**config.mk**
```make
export PLATFORM = sky130hd
export DESIGN_NAME = neuron_compute_engine
export DESIGN_NICKNAME = d
export VERILOG_FILES = /design/src/rtl/neuron_compute_engine_pkg.sv /design/src/rtl/neuron_compute_engine_mac_unit.sv /design/src/rtl/neuron_compute_engine.sv
export SDC_FILE = /design/constraint.sdc
export NUM_CORES = 1
export LEC_CHECK = 0
export CORE_AREA = 4 4 146 148
export CTS_BUF_LIST = sky130_fd_sc_hd__clkbuf_2
export DETAILED_ROUTE_END_ITERATION = 6
export DIE_AREA = 0 0 150 152
export PLACE_DENSITY_LB_ADDON = 0.25
export SLEW_MARGIN = 20
export SYNTH_ARGS = -nofsm -noshare
export SYNTH_HDL_FRONTEND = slang
export SYNTH_HIERARCHICAL = 1
export SYNTH_SLANG_ARGS = --single-unit
```
**constraint.sdc**
```tcl
create_clock -name ACLK -period 13.4 [get_ports ACLK]
set_clock_uncertainty 0.15 [all_clocks]
set_input_delay 2.01 -clock ACLK [delete_from_list [all_inputs] [get_ports ACLK]]
set_output_delay 2.01 -clock ACLK [all_outputs]
set_load 0.03 [all_outputs]
```
**src/rtl/neuron_compute_engine_pkg.sv**
```systemverilog
// -----------------------------------------------------------------------------
// neuron_compute_engine_pkg
// Shared definitions for the dense-layer compute engine:
//   - default width/geometry parameters
//   - accumulator width derivation
//   - one-hot FSM state encoding (also used by the control FSM that muxes the
//     RAM ports between capture, compute and streaming phases)
// No ports (package).
// -----------------------------------------------------------------------------
package neuron_compute_engine_pkg;

    localparam int DEF_BIT_WIDTH    = 8;
    localparam int DEF_NR_DEPTH     = 64;
    localparam int DEF_DEPTH_BITS   = 6;
    localparam int DEF_NR_FEATURE   = 8;
    localparam int DEF_FEATURE_BITS = 3;
    localparam int DEF_NR_NEURON    = 3;
    localparam int DEF_NEURON_BITS  = 2;
    localparam int DEF_FRAC_BITS    = 8;

    // Signed x unsigned product needs 2*W+1 bits; summing up to 2^FEATURE_BITS
    // terms adds FEATURE_BITS more, so the accumulator can never overflow.
    function automatic int acc_bits(input int bit_width, input int feature_bits);
        return 2 * bit_width + feature_bits + 1;
    endfunction

    typedef enum logic [5:0] {
        ST_IDLE  = 6'b000001,
        ST_READ  = 6'b000010,
        ST_WAIT  = 6'b000100,
        ST_MAC   = 6'b001000,
        ST_WRITE = 6'b010000,
        ST_DONE  = 6'b100000
    } state_e;

endpackage

```
**src/rtl/neuron_compute_engine_mac_unit.sv**
```systemverilog
// -----------------------------------------------------------------------------
// mac_unit
// Datapath of the compute engine: holds the captured data/weight rows,
// accumulates the biased dot product one feature per cycle and presents the
// ReLU-clamped, saturated 8-bit result. No control state lives here.
// Ports:
//   clk_i        clock (rising edge)
//   load_i       capture both rows and clear the accumulator
//   clear_i      clear the accumulator only
//   mac_en_i     accumulate the term selected by feat_i
//   feat_i       feature index (0 = bias slot)
//   data_row_i   unsigned data row, feature f at [f*BIT_WIDTH +: BIT_WIDTH]
//   weight_row_i signed weight row, same packing
//   result_o     clamped result of the current accumulator
// -----------------------------------------------------------------------------
module mac_unit
    import neuron_compute_engine_pkg::*;
#(
    parameter int BIT_WIDTH    = DEF_BIT_WIDTH,
    parameter int NR_FEATURE   = DEF_NR_FEATURE,
    parameter int FEATURE_BITS = DEF_FEATURE_BITS,
    parameter int FRAC_BITS    = DEF_FRAC_BITS,
    parameter int ACC_BITS     = acc_bits(DEF_BIT_WIDTH, DEF_FEATURE_BITS)
) (
    input  logic                             clk_i,
    input  logic                             load_i,
    input  logic                             clear_i,
    input  logic                             mac_en_i,
    input  logic [FEATURE_BITS-1:0]          feat_i,
    input  logic [NR_FEATURE*BIT_WIDTH-1:0]  data_row_i,
    input  logic [NR_FEATURE*BIT_WIDTH-1:0]  weight_row_i,
    output logic [BIT_WIDTH-1:0]             result_o
);

    localparam int ROW_W   = NR_FEATURE * BIT_WIDTH;
    localparam int PROD_W  = 2 * BIT_WIDTH + 1;
    localparam logic signed [ACC_BITS-1:0] RES_MAX = ACC_BITS'((1 << BIT_WIDTH) - 1);

    logic [ROW_W-1:0]               data_row_q;
    logic [ROW_W-1:0]               weight_row_q;
    logic signed [ACC_BITS-1:0]     acc_q;
    logic signed [ACC_BITS-1:0]     acc_d;

    logic signed [BIT_WIDTH-1:0]    w_sel;
    logic        [BIT_WIDTH-1:0]    x_sel;
    logic signed [PROD_W-1:0]       prod;
    logic signed [ACC_BITS-1:0]     bias_term;
    logic signed [ACC_BITS-1:0]     prod_term;

    // r = acc >>> FRAC_BITS, then ReLU at 0 and saturate at 2^BIT_WIDTH-1.
    function automatic logic [BIT_WIDTH-1:0] relu_sat(input logic signed [ACC_BITS-1:0] acc);
        logic signed [ACC_BITS-1:0] r;
        r = acc >>> FRAC_BITS;
        if (r < 0) begin
            return '0;
        end else if (r > RES_MAX) begin
            return '1;
        end else begin
            return r[BIT_WIDTH-1:0];
        end
    endfunction

    always_comb begin
        w_sel     = weight_row_q[int'(feat_i) * BIT_WIDTH +: BIT_WIDTH];
        x_sel     = data_row_q[int'(feat_i) * BIT_WIDTH +: BIT_WIDTH];
        // Zero-extend the data word so the multiply stays signed.
        prod      = w_sel * $signed({1'b0, x_sel});
        bias_term = {{(ACC_BITS - BIT_WIDTH){w_sel[BIT_WIDTH-1]}}, w_sel};
        bias_term = bias_term <<< FRAC_BITS;
        prod_term = {{(ACC_BITS - PROD_W){prod[PROD_W-1]}}, prod};

        acc_d = acc_q;
        if (load_i || clear_i) begin
            acc_d = '0;
        end else if (mac_en_i) begin
            // Slot 0 of the data row is the implicit constant 1.0.
            acc_d = acc_q + ((feat_i == '0) ? bias_term : prod_term);
        end
    end

    always_ff @(posedge clk_i) begin
        if (load_i) begin
            data_row_q   <= data_row_i;
            weight_row_q <= weight_row_i;
        end
        acc_q <= acc_d;
    end

    assign result_o = relu_sat(acc_q);

endmodule

```
**src/rtl/neuron_compute_engine.sv**
```systemverilog
// -----------------------------------------------------------------------------
// neuron_compute_engine
// Fixed-point dense-layer engine. On Compute_enable it walks every dataset row
// d of the Data RAM and every neuron n of the Weight RAM, computes the biased
// dot product, applies ReLU/saturation and writes the byte into the Result RAM
// at (d, n). Compute_Done is raised once all writes have been issued.
// Ports:
//   ACLK, ARESETN                  clock, synchronous active-low reset
//   Compute_enable / Compute_Done  level request / completion flag
//   Data_read_*                    Data RAM read strobe, row address, row in
//   Weight_read_*                  Weight RAM read strobe, neuron address, row in
//   RES_write_*                    Result RAM write strobe, (row, neuron), data
// -----------------------------------------------------------------------------
module neuron_compute_engine
    import neuron_compute_engine_pkg::*;
#(
    parameter int BIT_WIDTH    = DEF_BIT_WIDTH,
    parameter int NR_DEPTH     = DEF_NR_DEPTH,
    parameter int DEPTH_BITS   = DEF_DEPTH_BITS,
    parameter int NR_FEATURE   = DEF_NR_FEATURE,
    parameter int FEATURE_BITS = DEF_FEATURE_BITS,
    parameter int NR_NEURON    = DEF_NR_NEURON,
    parameter int NEURON_BITS  = DEF_NEURON_BITS,
    parameter int FRAC_BITS    = DEF_FRAC_BITS
) (
    input  logic                            ACLK,
    input  logic                            ARESETN,
    input  logic                            Compute_enable,
    output logic                            Compute_Done,
    output logic                            Data_read_en,
    output logic [DEPTH_BITS-1:0]           Data_read_address_depth,
    input  logic [NR_FEATURE*BIT_WIDTH-1:0] Data_read_row,
    output logic                            Weight_read_en,
    output logic [NEURON_BITS-1:0]          Weight_read_address_depth,
    input  logic [NR_FEATURE*BIT_WIDTH-1:0] Weight_read_row,
    output logic                            RES_write_en,
    output logic [DEPTH_BITS-1:0]           RES_write_address_depth,
    output logic [FEATURE_BITS-1:0]         RES_write_address_width,
    output logic [BIT_WIDTH-1:0]            RES_write_data_in
);

    localparam int ACC_BITS = acc_bits(BIT_WIDTH, FEATURE_BITS);
    localparam logic [DEPTH_BITS-1:0]   D_LAST = DEPTH_BITS'(NR_DEPTH - 1);
    localparam logic [NEURON_BITS-1:0]  N_LAST = NEURON_BITS'(NR_NEURON - 1);
    localparam logic [FEATURE_BITS-1:0] F_LAST = FEATURE_BITS'(NR_FEATURE - 1);

    state_e                  state_q, state_d;
    logic [DEPTH_BITS-1:0]   d_q, d_d;
    logic [NEURON_BITS-1:0]  n_q, n_d;
    logic [FEATURE_BITS-1:0] f_q, f_d;

    logic rd_en, wr_en, done, load, clear, mac_en;
    logic [BIT_WIDTH-1:0] result;

    always_ff @(posedge ACLK) begin
        if (!ARESETN) begin
            state_q <= ST_IDLE;
            d_q     <= '0;
            n_q     <= '0;
            f_q     <= '0;
        end else begin
            state_q <= state_d;
            d_q     <= d_d;
            n_q     <= n_d;
            f_q     <= f_d;
        end
    end

    always_comb begin
        state_d = state_q;
        d_d     = d_q;
        n_d     = n_q;
        f_d     = f_q;
        rd_en   = 1'b0;
        wr_en   = 1'b0;
        done    = 1'b0;
        load    = 1'b0;
        clear   = 1'b0;
        mac_en  = 1'b0;

        case (state_q)
            ST_IDLE: begin
                d_d   = '0;
                n_d   = '0;
                f_d   = '0;
                clear = 1'b1;
                if (Compute_enable) state_d = ST_READ;
            end
            ST_READ: begin
                rd_en   = 1'b1;
                state_d = ST_WAIT;
            end
            ST_WAIT: begin
                // RAM rows are valid only in this cycle; latch them now.
                load    = 1'b1;
                f_d     = '0;
                state_d = ST_MAC;
            end
            ST_MAC: begin
                mac_en = 1'b1;
                f_d    = f_q + 1'b1;
                if (f_q == F_LAST) state_d = ST_WRITE;
            end
            ST_WRITE: begin
                wr_en = 1'b1;
                if (n_q == N_LAST) begin
                    n_d = '0;
                    d_d = d_q + 1'b1;
                end else begin
                    n_d = n_q + 1'b1;
                end
                state_d = ((d_q == D_LAST) && (n_q == N_LAST)) ? ST_DONE : ST_READ;
            end
            ST_DONE: begin
                done = 1'b1;
                if (!Compute_enable) state_d = ST_IDLE;
            end
            default: begin
                state_d = ST_IDLE;
            end
        endcase

        // Dropping the request anywhere in the walk abandons it; the strobe
        // of the current cycle (e.g. a WRITE) is still issued.
        if (!Compute_enable && (state_q != ST_IDLE) && (state_q != ST_DONE)) begin
            state_d = ST_IDLE;
            d_d     = '0;
            n_d     = '0;
        end
    end

    mac_unit #(
        .BIT_WIDTH    (BIT_WIDTH),
        .NR_FEATURE   (NR_FEATURE),
        .FEATURE_BITS (FEATURE_BITS),
        .FRAC_BITS    (FRAC_BITS),
        .ACC_BITS     (ACC_BITS)
    ) u_mac (
        .clk_i        (ACLK),
        .load_i       (load),
        .clear_i      (clear),
        .mac_en_i     (mac_en),
        .feat_i       (f_q),
        .data_row_i   (Data_read_row),
        .weight_row_i (Weight_read_row),
        .result_o     (result)
    );

    // Addresses and data are forced to zero outside their strobes so idle
    // ports are quiet.
    assign Compute_Done              = done;
    assign Data_read_en              = rd_en;
    assign Weight_read_en            = rd_en;
    assign Data_read_address_depth   = rd_en ? d_q : '0;
    assign Weight_read_address_depth = rd_en ? n_q : '0;
    assign RES_write_en              = wr_en;
    assign RES_write_address_depth   = wr_en ? d_q : '0;
    assign RES_write_address_width   = wr_en ? FEATURE_BITS'(n_q) : '0;
    assign RES_write_data_in         = wr_en ? result : '0;

endmodule

```
==> results of run 1 <==
[worst max-delay path by stage]
stage               start              end  slack, ns  cells after the start
2_1_floorplan  state_q[3]  u_mac/acc_q[16]       0.84                      9
3_3_place_gp       f_q[0]  u_mac/acc_q[19]       5.54                     25
3_5_place_dp       f_q[0]  u_mac/acc_q[19]       5.32                     25
4_1_cts            f_q[0]  u_mac/acc_q[19]       5.25                     25
5_1_grt            f_q[0]  u_mac/acc_q[19]       4.71                     25
6_report           f_q[0]  u_mac/acc_q[19]       5.34                     25
[final cells by class]
class,count,area [um^2],share of cell area
multi-input cells,589,5060,0.4159
flip-flops and latches,165,4587,0.3770
repair buffers,167,1649,0.1355
well taps,270,337.8,0.02777
inverters,72,270.3,0.02221
clock inverters,15,172.7,0.01419
clock buffers,17,85.08,0.006993
diodes,2,5.005,0.0004114
[cell families (layout without fill, tap and decap cells)]
logic type | Yosys count | in the layout | share of synthesized area
compound gates | 129 | 129 | 0.08543
xor+xnor | 19 | 19 | 0.01652
fa+ha+maj | 105 | 105 | 0.1587
buf+inv | 106 | 271 | 0.04396
flops | 165 | 165 | 0.4550
mux | 63 | 63 | 0.1036
other cells | 1 | 3 | 0.0003722
simple gates | 272 | 272 | 0.1365
[registers in the layout, indices dropped and copies added (netlist names)]
| signal | flops |
|---|---|
| d_q | 6 |
| n_q | 2 |
| state_q | 6 |
| u_mac/weight_row_q | 64 |
| f_q | 3 |
| u_mac/data_row_q | 64 |
| u_mac/acc_q | 20 |
[power by group through the flow]
stage	Sequential, mW	Combinational [mW]	Clock, mW
after floorplan	0.563	0.0202	0
after global placement	0.564	0.0639	0
after detailed placement	0.564	0.0647	0
after CTS	0.553	0.0648	0.291
after global routing	0.554	0.0691	0.315
final	0.553	0.0643	0.281
[Yosys cell counts (12+ instances only)]
cell      number
a21oi_1       37
and3_1        19
clkbuf_1      19
dfxtp_1       37
edfxtp_1     128
fa_1          38
ha_1          67
inv_1         71
mux2i_1       30
mux4_2        32
nand2_1       36
nand3_1       23
nor2_1        96
nor2b_1       12
nor3_1        19
o21ai_0       19
or2_1         14
[metal layers]
metal	GRT usage	vias to the layer above	share of wire
li1	-	3423	-
met1	0.2621	3341	0.46
met2	0.3052	199	0.48
met3	0.03902	23	0.056
met4	0.04444	0	0.011
met5	0	-	0
[stage by stage]
step                      setup WS [ns]  utilization  instance area (um^2)
after detailed placement          5.322       0.5937                 11900
after CTS                         5.246       0.6066                 12160
after global placement            5.539       0.5937                 11900
final                             5.342       0.6071                 12170
after global routing              4.710       0.6071                 12170
after floorplan                  0.8361            -                 10080
[worst max-delay path: stages, from the launching register on]
cell and delay [ns]:
dfxtp_2 0.55, buf_4 0.51, mux4_2 0.57, mux2i_1 0.74, nor2_1 0.16, fa_1 0.54
inv_1 0.05, fa_1 0.47, inv_1 0.05, fa_1 0.53, inv_1 0.05, fa_1 0.52
inv_1 0.04, ha_1 0.29, o211ai_1 0.08, o21ai_1 0.28, a31oi_1 0.20, a41oi_1 0.33
nand2_1 0.19, ha_1 0.37, a21o_1 0.19, a211oi_1 0.31, o211ai_1 0.14, o21ai_0 0.23
mux2i_1 0.25, mux2i_1 0.19
==> metrics.yaml, run 1 <==
drt:
  drt-total-wl_mm: 21.33
  drt-wirelength-per-cell_um: 16.44
  num_vias: 6986
  drt_first_pass_iters: 4
  antenna_left: 0
  drt_iter0_markers: 373
  avgViaCountPerCell: 5.386
  drc: 0
cells_and_area:
  fillers: 1670
  final_cell_mix: "clkdlybuf4s50_1 (158), edfxtp_1 (128), nor2_1 (96)"
  drive_gt1_frac: 0.09171
  nets: 1248
  finalNonFillerCells: 1297
  area_delta_synth_final_pct: 20.75
  final_common_cell: "clkdlybuf4s50_1"
logic_synthesis:
  yosys_warnings: 6
  synth_ff_type: "edfxtp_1"
  synthDominantCellAreaShare: 0.3815
  synth-seq-cells: 165
  async_reset_ff_frac: 0
  synth-edff-count: 128
  ys_types: 67
  postSynthCellCount: 860
  ys_seq_area_frac: 0.4550
  avgSynthCellArea_um2: 11.72
  syn_area_um2: 10080
  synth_top_area_cell: "edfxtp_1"
  synthesis.nets: 1096
  yosys-top-cells-area: "edfxtp_1 (38%), ha_1 (8.3%), fa_1 (7.5%), dfxtp_1 (7.4%), mux4_2 (7.2%)"
global_routing:
  grt_start_max_net_pins: 76
  grt-ovfl-total: 0
  grt_pass1_vias: 6988
  antenna_found_initial: 1
  grt_pass1_wl_mm: 34.37
  track_usage: 0.1883
worst_setup_path:
  cp-start-kind: "flip-flop"
  regToRegSetupSlack_ns: 5.34
  worst_setup_path_end_kind: "flip-flop"
  r2r_cells: 25
  worstPathMaxFanout: 29
  cp.arrival_ns: 8.60
  worst_r2r_endpoint: "u_mac/acc_q[19]"
  cp.required_ns: 13.94
  path_class: "reg2reg"
  r2r_start: "f_q[0]"
placement:
  port_buffers: 158
  dp_hpwl_mm: 16.02
  dp_cells: 1263
  gp_congestion: 0.9096
timing:
  slew_headroom: 0.3011
  whs_ns: 0.3570
  fin_tns_setup_ns: 0
  setup_viol: 0
  tightest_slew_ns: 1.019
  finalHoldViolCount: 0
  min_period_ns: 8.058
  max_freq_mhz: 124.1
  period_share: 0.6014
  rsz0062_at_grt: "false"
  drv_slew: 0
clock_network:
  clk_latency_ns: 0.74
  htree_num_levels: 4
  ctsResizeCount: 0
  clk_pin_slew_worst_paths_ns: 0.29
  clock-sinks: 165
  cts_tree: "built"
  cts_buffers: 17
  post_cts_buffers: 0
  holdBufCountCts: 0
  cts_buffer_depth: 2
  root_buffer: "clkbuf_2"
hold_path:
  hold-path-endpoint: "u_mac/acc_q[15]"
  min_path_type: "reg2reg"
  hold_path_depth: 2
  min_from: "u_mac/acc_q[15]"
outcome:
  status: "finished clean"
run:
  maxCapViolCount: 0
die:
  row_count: 52
  io_pins: 160
  die_x_um: 150
  initial_core_util: 0.5028
  core_area_um2: 20040
  dieArea_um2: 22800
  die_h_um: 152
pwr:
  leakage_nw: 4.635
  clock_power_share: 0.313
  vdd_ir_drop_max_mv: 0.04907
  switching_share: 0.2681
  p_seq_frac: 0.616
  pwr-share-comb: 0.072
  powerDensity_nw_per_um2: 73.87
  p_int_mw: 0.6578
  p_sw_mw: 0.2410
  total_power_mw: 0.8988
No activity file was read; power rests on OpenSTA's default activity.
==> run 2: changes to the inputs <==
--- a/config.mk
+++ b/config.mk
@@ -5,10 +5,10 @@
 export SDC_FILE = /design/constraint.sdc
 export NUM_CORES = 1
 export LEC_CHECK = 0
-export CORE_AREA = 4 4 146 148
+export CORE_AREA = 4 4 140 142
 export CTS_BUF_LIST = sky130_fd_sc_hd__clkbuf_2
 export DETAILED_ROUTE_END_ITERATION = 6
-export DIE_AREA = 0 0 150 152
+export DIE_AREA = 0 0 144 146
 export PLACE_DENSITY_LB_ADDON = 0.25
 export SLEW_MARGIN = 20
 export SYNTH_ARGS = -nofsm -noshare
==> constraint.sdc (replaced) <==
create_clock -name ACLK -period 7.5 [get_ports ACLK]
set_clock_uncertainty 0.15 [all_clocks]
set_input_delay 1.125 -clock ACLK [delete_from_list [all_inputs] [get_ports ACLK]]
set_output_delay 1.125 -clock ACLK [all_outputs]
set_load 0.03 [all_outputs]
==> run 2 against run 1 <==
  * Global-route usage grew 2.0 points
  * Critical path depth grew 1
  * Via count grew 0.13%
  * Hold slack gained 0.0017 ns
  * Final cell count shrank 1.6%
  * Register-to-register slack lost 4.9 ns
  * Sequential share of layout area shrank 0.45 points
  * Power grew 78%
  * Clock-buffer cell count is the same
  * Combinational power grew 79%
  * Largest cell class unchanged
==> metrics.yaml, run 2 (same netlist as run 1, synthesis figures left out) <==
clock_network:
  holdBufCountCts: 0  # unchanged
  clock-sinks: 165  # unchanged
  root_buffer: "clkbuf_2"
  cts_buffer_depth: 2  # unchanged
  cts_tree: "built"
  cts_buffers: 17  # unchanged
  htree_num_levels: 4  # unchanged
  clk_pin_slew_worst_paths_ns: 0.29  # about the same
  clk_latency_ns: 0.74  # about the same
worst_setup_path:
  cp-start-kind: "flip-flop"
  path_class: "reg2reg"
  r2r_cells: 26  # +4.0%
  worst_setup_path_end_kind: "flip-flop"
  cp.arrival_ns: 7.64  # -0.96 ns
  cp.required_ns: 8.05  # -5.89 ns
  worst_r2r_endpoint: "u_mac/acc_q[19]"
  r2r_start: "f_q[0]"
  regToRegSetupSlack_ns: 0.41  # -4.93 ns
  slowest_stage: "fa_1"
  worst_path_largest_cell_delay_ns: 0.55  # -0.19 ns
  worstPathMaxFanout: 17  # -41%
placement:
  gp_congestion: 0.8945  # -1.7%
  dp_hpwl_mm: 16.22  # +1.3%
  dp_cells: 1243  # -1.6%
  port_buffers: 158  # unchanged
die:
  dieArea_um2: 21020  # -7.8%
  initial_core_util: 0.5460  # +0.04316
  row_count: 50  # -3.8%
  die_h_um: 146  # -3.9%
  io_pins: 160  # unchanged
  die_x_um: 144  # -4.0%
  core_area_um2: 18460  # -7.9%
pwr:
  total_power_mw: 1.599  # +78%
  powerDensity_nw_per_um2: 129.7  # +76%
  leakage_nw: 4.729  # +2.0%
  vdd_ir_drop_max_mv: 0.09689  # +97%
run:
  maxCapViolCount: 0  # unchanged
global_routing:
  grt_pass1_wl_mm: 34.82  # +1.3%
  track_usage: 0.2083  # +0.02000
  grt-ovfl-total: 0  # unchanged
  grt_pass1_vias: 7179  # +2.7%
  grt_start_max_net_pins: 87  # +14%
  antenna_found_initial: 1  # unchanged
timing:
  period_share: 0.9451  # +0.3437
  fin_tns_setup_ns: 0  # unchanged
  rsz0062_at_grt: "true"
  setup_viol: 0  # unchanged
  min_period_ns: 7.088  # -0.9701 ns
  drv_slew: 0  # unchanged
  finalHoldViolCount: 0  # unchanged
  slew_headroom: 0.3148  # +0.01366
  tightest_slew_ns: 1.028  # +0.008670 ns
  max_freq_mhz: 141.1  # +14%
cells_and_area:
  drive_gt1_frac: 0.1114  # +0.01972
  area_delta_synth_final_pct: 22.29
  largest_registers: "u_mac/data_row_q (64), u_mac/weight_row_q (64), u_mac/acc_q (20)"
  finalNonFillerCells: 1276  # -1.6%
  nets: 1264  # +1.3%
  post-route-util: 0.6677  # +0.06052
  final_common_cell: "clkdlybuf4s50_1"
  fillers: 1342  # -20%
  final_cell_mix: "clkdlybuf4s50_1 (158), edfxtp_1 (128), nor2_1 (95)"
drt:
  avgViaCountPerCell: 5.482  # +1.8%
  antenna_left: 0  # unchanged
  drt-total-wl_mm: 21.14  # -0.90%
  num_vias: 6995  # +0.13%
  drt-wirelength-per-cell_um: 16.56  # +0.74%
  drt_iter0_markers: 366  # -1.9%
  drc: 0  # unchanged
  drt_first_pass_iters: 4  # unchanged
hold_path:
  hold-path-endpoint: "u_mac/acc_q[15]"
  min_path_type: "reg2reg"
  hold_path_depth: 2  # unchanged
  min_from: "u_mac/acc_q[15]"
outcome:
  status: "finished clean"
==> run 2: power breakdown <==
part           switching, mW  total (mW)  leakage [nW]  internal (mW)
combinational         0.0432       0.115          3.13         0.0717
clock                  0.379       0.495         0.155          0.117
sequential           0.00316       0.988          1.45          0.985
total                  0.425        1.60          4.73           1.17
==> run 2: critical path: cells and delay by family, from the launching register on <==
family | cells | cell delay, ns
AO/OA/AOI/OAI | 8 | 1.57
XOR/XNOR | 1 | 0.15
adder cells (fa/ha/maj) | 6 | 2.71
buffers and inverters | 4 | 0.52
flip-flops | 1 | 0.49
multiplexers | 5 | 1.25
AND/OR/NAND/NOR | 2 | 0.19
==> run 2: per-stage QoR <==
| step | area [um^2] | hold WS, ns | setup WS (ns) |
|---|---|---|---|
| after floorplan | 10090 | 0.2932 | 0.5553 |
| after global placement | 12030 | 0.3155 | 0.4329 |
| after detailed placement | 12030 | 0.3277 | 0.2212 |
| after CTS | 12280 | 0.3548 | 0.1030 |
| after global routing | 12320 | 0.3809 | -0.01532 |
| final | 12320 | 0.3587 | 0.4117 |
==> run 2: final cells by class <==
cell class | count | area, um^2 | area share
tap | 234 | 292.8 | 0.02376
timing repair buffer | 183 | 1819 | 0.1476
multi-input combinational | 589 | 5092 | 0.4133
inverter | 72 | 270.3 | 0.02193
clock buffer | 17 | 85.08 | 0.006905
antenna | 1 | 2.502 | 0.0002031
clock inverter | 15 | 170.2 | 0.01381
sequential | 165 | 4589 | 0.3725
==> run 2: worst max-delay path by stage <==
stage,startpoint,to,slack (ns),depth (start not counted)
final,f_q[0],u_mac/acc_q[19],0.41,26
after global routing,f_q[0],u_mac/acc_q[19],-0.02,24
after CTS,f_q[0],u_mac/acc_q[19],0.10,23
after detailed placement,f_q[0],u_mac/acc_q[19],0.22,23
after global placement,f_q[0],u_mac/acc_q[19],0.43,23
after floorplan,f_q[0],u_mac/acc_q[19],0.56,26
==> run 2: what timing repair did <==
item	CTS	global route
endpoints found under the setup margin	0	6
setup buffers	0	0
resized for setup	0	10
==> run 2: metal layers <==
metal | vias up | global-route usage | wire length, um
met3 | 14 | 0.04338 | 1118
met4 | 0 | 0.04944 | 208
met2 | 204 | 0.3426 | 10320
li1 | 3457 | - | -
met1 | 3320 | 0.2849 | 9490
met5 | - | 0 | 0
==> run 3: changes to the inputs <==
--- a/config.mk
+++ b/config.mk
@@ -5,6 +5,7 @@
 export SDC_FILE = /design/constraint.sdc
 export NUM_CORES = 1
 export LEC_CHECK = 0
+export CAP_MARGIN = 30
 export CORE_AREA = 4 4 140 142
 export CTS_BUF_LIST = sky130_fd_sc_hd__clkbuf_2
 export DETAILED_ROUTE_END_ITERATION = 6
==> run 3 against run 2 <==
  * Global-route usage unchanged
  * Sequential cell count is the same
  * Critical endpoint unchanged
  * Maximum frequency down 0.50%
  * Combinational power about the same
  * Core utilization rose by 0.19 points
  * Largest power group unchanged
  * Sequential power about the same
  * Die area did not move
==> metrics.yaml, run 3 (same netlist as run 1, synthesis figures left out) <==
placement:
  port_buffers: 158  # unchanged
  place_ws_ns: 0.2212  # unchanged
  gp_congestion: 0.8945  # unchanged
  dp_hpwl_mm: 16.22  # unchanged
  place_area_um2: 12030  # unchanged
  dp_cells: 1243  # unchanged
cells_and_area:
  finalInstanceArea_um2: 12360  # +0.28%
  area_delta_synth_final_pct: 22.64
  largest_registers: "u_mac/data_row_q (64), u_mac/weight_row_q (64), u_mac/acc_q (20)"
  nets: 1266  # +0.16%
  finalNonFillerCells: 1278  # +0.16%
  drive_gt1_frac: 0.1131  # +0.001704
  final_cell_mix: "clkdlybuf4s50_1 (158), edfxtp_1 (128), nor2_1 (95)"
  final_common_cell: "clkdlybuf4s50_1"
  post-route-util: 0.6696  # +0.001898
worst_setup_path:
  endpoint: "u_mac/acc_q[19]"
  cp.arrival_ns: 7.68  # +0.04 ns
  r2r_start: "f_q[0]"
  worstPathMaxFanout: 17  # unchanged
  path_class: "reg2reg"
  cp.required_ns: 8.06  # about the same
  worst_setup_path_end_kind: "flip-flop"
  startpoint: "f_q[0]"
  cp-start-kind: "flip-flop"
  r2r_cells: 26  # unchanged
  regToRegSetupSlack_ns: 0.38  # -0.04 ns
  worst_r2r_endpoint: "u_mac/acc_q[19]"
pwr:
  vdd_ir_drop_max_mv: 0.09668  # -0.21%
  pwr-share-comb: 0.072  # about the same
  p_sw_mw: 0.4245  # -0.17%
  clock_power_share: 0.310  # about the same
  powerDensity_nw_per_um2: 129.3  # -0.32%
  total_power_mw: 1.598  # about the same
  leakage_nw: 4.746  # +0.34%
  p_seq_frac: 0.618  # about the same
  switching_share: 0.2656  # -0.0003344
  p_int_mw: 1.174  # about the same
timing:
  drv_slew: 0  # unchanged
  slew_headroom: 0.5076  # +0.1928
  setup_ws_ns: 0.3764  # -0.03528 ns
  rsz0062_at_grt: "true"
  finalHoldViolCount: 0  # unchanged
  whs_ns: 0.3587  # -0.00005300 ns
  max_freq_mhz: 140.4  # -0.50%
  period_share: 0.9498  # +0.004704
  fin_tns_setup_ns: 0  # unchanged
  min_period_ns: 7.124  # +0.03528 ns
  setup_viol: 0  # unchanged
  tightest_slew_ns: 0.7331  # -0.2947 ns
global_routing:
  grt_pass1_wl_mm: 34.82  # unchanged
  grt-ovfl-total: 0  # unchanged
  track_usage: 0.2083  # unchanged
  antenna_found_initial: 1  # unchanged
  grt_pass1_vias: 7179  # unchanged
  grt_start_max_net_pins: 87  # unchanged
clock_network:
  clock-sinks: 165  # unchanged
  clk_latency_ns: 0.75  # about the same
  post_cts_buffers: 0  # unchanged
  cts_tree: "built"
  cts_buffers: 17  # unchanged
  cts_buffer_depth: 2  # unchanged
  clk_pin_slew_worst_paths_ns: 0.29  # about the same
  root_buffer: "clkbuf_2"
  htree_num_levels: 4  # unchanged
drt:
  drt_first_pass_iters: 5  # +1
  drt-total-wl_mm: 21.22  # +0.39%
  drt-wirelength-per-cell_um: 16.60  # +0.23%
  antenna_left: 0  # unchanged
  drc: 0  # unchanged
  avgViaCountPerCell: 5.505  # +0.43%
  drt_iter0_markers: 388  # +6.0%
  num_vias: 7036  # +0.59%
die:
  die_h_um: 146  # unchanged
  dieArea_um2: 21020  # unchanged
  core_area_um2: 18460  # unchanged
  row_count: 50  # unchanged
  initial_core_util: 0.5460  # unchanged
  io_pins: 160  # unchanged
  die_x_um: 144  # unchanged
run:
  maxCapViolCount: 0  # unchanged
outcome:
  status: "finished clean"
hold_path:
  min_path_type: "reg2reg"
[run 3: cell count changes in the layout (fill, tap and decap cells not counted)]
cell and delta:
clkbuf_4 +1, buf_16 +1
[run 3: how the worst min path moves through the flow]
stage / from / to / slack (ns) / cells past startpoint
2_1_floorplan: u_mac/acc_q[9] / u_mac/acc_q[9] / 0.29 / 2
3_5_place_dp: u_mac/acc_q[15] / u_mac/acc_q[15] / 0.33 / 2
3_3_place_gp: u_mac/acc_q[15] / u_mac/acc_q[15] / 0.32 / 2
6_report: u_mac/acc_q[15] / u_mac/acc_q[15] / 0.36 / 2
4_1_cts: u_mac/acc_q[15] / u_mac/acc_q[15] / 0.35 / 2
5_1_grt: u_mac/acc_q[15] / u_mac/acc_q[15] / 0.38 / 2
[run 3: final cells by class]
cell class	count	area, um^2
diodes	1	2.502
clock buffers	17	85.08
fillers	1341	6098
clock inverters	15	170.2
inverters	72	270.3
flip-flops and latches	165	4589
multi-input cells	589	5092
well taps	234	292.8
repair buffers	185	1854
[run 3: power by group through the flow]
stage | registers (mW) | logic, mW | clock network (mW)
global placement | 1.01 | 0.114 | 0
finish | 0.988 | 0.115 | 0.495
global route | 0.989 | 0.124 | 0.549
floorplan | 1.01 | 0.0361 | 0
CTS | 0.989 | 0.115 | 0.513
detailed placement | 1.01 | 0.115 | 0
[run 3: timing repair]
item,in CTS,in global routing
endpoints found under the setup margin,0,6
resized for setup,0,10
hold endpoints to repair,0,0
hold buffers,0,0
[run 3: per-layer routing]
| layer | track usage | wire length [um] |
|---|---|---|
| met4 | 0.04944 | 227 |
| met1 | 0.2849 | 9492 |
| met5 | 0 | 0 |
| met3 | 0.04338 | 1154 |
| met2 | 0.3426 | 10340 |
[run 3: worst max-delay path: stages (launching register included)]
cell      delay, ns
dfxtp_4        0.49
buf_12         0.20
mux4_2         0.52
mux2i_1        0.17
buf_4          0.22
nor2_1         0.08
fa_1           0.49
fa_1           0.51
fa_1           0.55
inv_1          0.06
fa_1           0.53
inv_1          0.04
ha_1           0.34
o21a_1         0.20
o21a_1         0.17
o21ai_0        0.23
o21ai_0        0.11
nand3_1        0.11
xor2_1         0.15
mux2i_1        0.12
ha_1           0.29
a21o_1         0.18
a211oi_1       0.33
o211ai_1       0.14
o21ai_0        0.23
mux2i_1        0.25
mux2i_1        0.19
